## src/rtl/oam_dma_ctrl.sv

```systemverilog
// oam_dma_ctrl: 2A03 sprite DMA, copies {page,00..FF} to the OAM data port.
// Define OAM_DMA_PARITY_ALIGN_EN to add get/put cycle alignment (ALIGN).
module oam_dma_ctrl #(
  parameter logic [15:0] TRIG_ADDR = 16'h4014,
  parameter logic [15:0] OAM_ADDR  = 16'h2004
) (
  input  logic       clk,
  input  logic       rst_n,
  input  logic [7:0] cpu_addr_l,
  input  logic [7:0] cpu_addr_h,
  input  logic       cpu_rw,
  input  logic [7:0] cpu_wdata,
  input  logic [7:0] bus_rdata,
  output logic       cpu_rdy,
  output logic       dma_bus_req,
  output logic [7:0] dma_addr_l,
  output logic [7:0] dma_addr_h,
  output logic       dma_rw,
  output logic [7:0] dma_wdata,
  output logic       dma_done
);

  typedef enum logic [2:0] {
    IDLE  = 3'd0,
    HALT  = 3'd1,
    READ  = 3'd2,
    WRITE = 3'd3,
    ALIGN = 3'd4
  } state_t;

  state_t     state;
  logic [7:0] page;
  logic [7:0] idx;
  logic [7:0] data_buf;
  logic       trig;

`ifdef OAM_DMA_PARITY_ALIGN_EN
  logic parity;
`endif

  assign trig = !cpu_rw &&
                ({cpu_addr_h, cpu_addr_l} == TRIG_ADDR);

  assign dma_wdata = data_buf;

  always_ff @(posedge clk) begin
    if (!rst_n) begin
      state       <= IDLE;
      page        <= 8'h00;
      idx         <= 8'h00;
      data_buf    <= 8'h00;
      cpu_rdy     <= 1'b1;
      dma_bus_req <= 1'b0;
      dma_addr_h  <= 8'h00;
      dma_addr_l  <= 8'h00;
      dma_rw      <= 1'b1;
      dma_done    <= 1'b0;
`ifdef OAM_DMA_PARITY_ALIGN_EN
      parity      <= 1'b0;
`endif
    end else begin
`ifdef OAM_DMA_PARITY_ALIGN_EN
      parity   <= ~parity;
`endif
      dma_done <= 1'b0;
      unique case (state)
        IDLE: begin
          if (trig) begin
            page    <= cpu_wdata;
            idx     <= 8'h00;
            cpu_rdy <= 1'b0;
            state   <= HALT;
          end
        end
        HALT: begin
          dma_bus_req <= 1'b1;
          dma_rw      <= 1'b1;
          dma_addr_h  <= page;
          dma_addr_l  <= idx;
`ifdef OAM_DMA_PARITY_ALIGN_EN
          // next cycle is a put cycle: burn it so READ lands on get
          state <= parity ? READ : ALIGN;
`else
          state <= READ;
`endif
        end
        ALIGN: begin
          state <= READ;
        end
        READ: begin
          data_buf                 <= bus_rdata;
          dma_rw                   <= 1'b0;
          {dma_addr_h, dma_addr_l} <= OAM_ADDR;
          state                    <= WRITE;
        end
        WRITE: begin
          idx    <= idx + 8'd1;
          dma_rw <= 1'b1;
          if (idx == 8'hFF) begin
            cpu_rdy     <= 1'b1;
            dma_bus_req <= 1'b0;
            dma_done    <= 1'b1;
            state       <= IDLE;
          end else begin
            dma_addr_h <= page;
            dma_addr_l <= idx + 8'd1;
            state      <= READ;
          end
        end
        default: state <= IDLE;
      endcase
    end
  end

endmodule

```

## config.mk

```make
export PLATFORM = sky130hd
export DESIGN_NAME = oam_dma_ctrl
export DESIGN_NICKNAME = d
export VERILOG_FILES = /design/src/rtl/oam_dma_ctrl.sv
export SDC_FILE = /design/constraint.sdc
export NUM_CORES = 1
export LEC_CHECK = 0
export CAP_MARGIN = 20
export CORE_AREA = 2 2 69 71
export CTS_CLUSTER_SIZE = 28
export DETAILED_ROUTE_END_ITERATION = 16
export DIE_AREA = 0 0 71 73
export PLACE_DENSITY = 0.83
export SYNTH_ARGS = -nofsm -noshare
export SYNTH_HDL_FRONTEND = slang
export SYNTH_SLANG_ARGS = --single-unit
```

## constraint.sdc

```tcl
create_clock -name clk -period 2.3 [get_ports clk]
set_input_delay 0.575 -clock clk [delete_from_list [all_inputs] [get_ports clk]]
set_output_delay 0.575 -clock clk [all_outputs]
set_load 0.005 [all_outputs]
```

==> run metrics <==
outcome completed; GRT overflow 0; slowest stage delay, CP 0.74 ns; combinational family with the most area after synthesis compound AO/OA/AOI/OAI gates; Pleak 0.941 nW; Slew HR 37.2%; htree depth 2; EDFF count, synth 0; crit end category flop; critical path type reg -> reg; RePlAce Congestion slightly below 0.9; number of I/O pins 63; CP Max Fanout 11; Max Cap Viol 0; Final Max Slew Viols 0; wire length on met2 around 2.7 mm; Period minus WS final 1.99 ns; Starting Density around 48%; Syn Nets around 290; die footprint 5180 µm²; Die Y about 73 µm; Setup Buffers After CTS 0; DR iter-0 viols 153; per-cell routed wire length 15.3 µm; cell taking the most area after synthesis dfxtp_1; Core Area 4540 µm²; wire length of the first global-routing pass 9.31 mm; Critical Path, Cell by Cell nor2_1, nand4b_1, buf_4, o21ai_0, a21oi_1; Post-Place Cell Area 2840 µm²; initial antenna violation count 0; port bufs 62; Post-Synth Simple-Gate Area 22.1%; CP Data Required Time 2.48 ns; Post-synth ARST share 0%; yosys warns 0; most common cell in the netlist dfxtp_1; library cells used by synthesis 53; worst hold slack 0.457 ns; main flop type after synthesis dfxtp_1; Area Overhead vs Synth 33.5%; clock sinks 46; uppermost layer routed met4; f_max 0.503 GHz; Synth top area share between 40% and 50%; antenna-violating nets left 0; pre-CTS WS 0.0610 ns; Int Pwr between 1 and 1.5 mW; DRC errors left 0; final setup margin 0.311 ns; Arrival @ worst endpoint ~2.2 ns; Root Buffer clkbuf_8; CTS resizes 0; final setup TNS 0 ns; fraction of synthesized area in multiplexers 4.10%; Comb power frac 5.9%; ratio of cells with drive above 1 in the final layout 7.94%; Flop pwr share 57.1%; Worst-Margin Slew approximately 0.94 ns; hold crit path type reg -> reg; ant diodes 0; clk_lat worst skew 0.30 ns; Tot GR Track Use 22.5%; post-synthesis xor/xnor area fraction 0%; Synth Area in Compound Gates 25.2%; width of the die 71 µm; Post-CTS Hold Buffers 0; Final Net Count between 300 and 400; met3 wire len 390 µm; register bit total from synthesis 46; largest cells by area after synthesis dfxtp_1 42%, a21oi_1 7.3%, nand2_1 4.6%; most frequent cells after synthesis 46 x dfxtp_1, 32 x a21oi_1, 27 x nand2_1, 17 x o21ai_0; PD cells between 400 and 500 nW/µm²; post-synthesis adder-cell area fraction less than 1%; vias in the first global route between 2000 and 2500; M1 WL roughly 2.4 mm; clock share of power between 30% and 40%; worst vdd ir ~0.00026 V; final instance area 2940 µm²; CTS tree yes; Pre-antenna DRT Iters 4; Rows 25; NetSw 300 µW; Fin Clk Skew 0.00362 ns; HPWL after DPL 3.93 mm; crit-path leading delay family simple AND/OR/NAND/NOR gates; Post-Syn Instances 257; Final Power 1.39 mW; Syn Area/Cell 8.55 µm²; Fin. Hold Viols 0; via/cell ratio roughly 5.9; final wirelength 5.66 mm; register area share after synthesis 41.9%; Final Cycle Share approximately 86%; RSZ-0062 raised after global routing no; Mapped Area 2200 µm²; switching share of total power a little over a fifth; DR vias 2174; slowest stage cell, crit path nor2_1; clk buf depth 2; # setup viols final 0; crit start category flop; Num CTS Buffers 5; Critical path buffers and inverters 1; largest net degree at the start of global routing 31; Worst-path clk slew 0.09 ns
## cells by family after synthesis
logic type / after synthesis
adders and majority gates: 1
DFF: 46
AOI/OAI and AO/OA: 88
muxes: 9
and+or+nand+nor: 86
buffers and inverters: 27
## per-stage QoR
stage	utilization, %	instances
finish	64.7	369
global route	64.7	369
CTS	64.7	369
detailed placement	62.6	361
global placement	62.6	361
floorplan	-	257
## power by group through the flow
stage               registers (mW)  clock network [mW]  logic, mW
finish                       0.795               0.516     0.0819
detailed placement           0.814                   0     0.0814
CTS                          0.795               0.522     0.0819
global route                 0.796               0.541     0.0879
floorplan                    0.814                   0     0.0160
global placement             0.814                   0     0.0805
## final timing paths
kind / cells after the start / to / from / slack [ns]
max: 5 / page[2] / state[0] / 0.31
max reg2reg: 5 / page[2] / state[0] / 0.31
min reg2reg: 2 / dma_wdata[5] / dma_wdata[5] / 0.46
min: 2 / dma_wdata[5] / dma_wdata[5] / 0.46
## flip-flops by register name, indices dropped and copies added (netlist names)
register	flops
dma_wdata	8
cpu_rdy	1
state	2
dma_addr_l	8
dma_done	1
idx	8
dma_addr_h	8
dma_bus_req	1
page	8
dma_rw	1
## worst register-to-register path, stage by stage (launching register included)
cell and delay (ns):
dfxtp_1 0.39, nor2_1 0.74, nand4b_1 0.23, buf_4 0.24
o21ai_0 0.17, a21oi_1 0.09
## per-layer routing
| layer | vias to the layer above | global-route usage (%) |
|---|---|---|
| met5 | - | 0 |
| met4 | 0 | 9.01 |
| li1 | 1077 | - |
| met2 | 87 | 38.5 |
| met1 | 1000 | 27.8 |
| met3 | 10 | 4.70 |
## layout by cell type, fill, tap and decap left out, drive strengths merged, types with 7 or more instances in the layout
cell	synthesis	layout
o22ai	7	7
nand3	11	11
nor2	10	10
clkdlybuf4s50	0	62
a21oi	32	32
mux2i	9	9
nand4	11	11
nand2	28	28
dfxtp	46	46
buf	13	9
o21ai	18	18
## area by class of cell
class,instances,area [µm²]
clock buffer,6,82.6
clock inverter,2,12.5
fill,391,1600
inverter,6,22.5
multi-input combinational,184,1140
sequential,46,921
tap,54,67.6
timing repair buffer,71,688
Power figures use the tool's default switching activity.
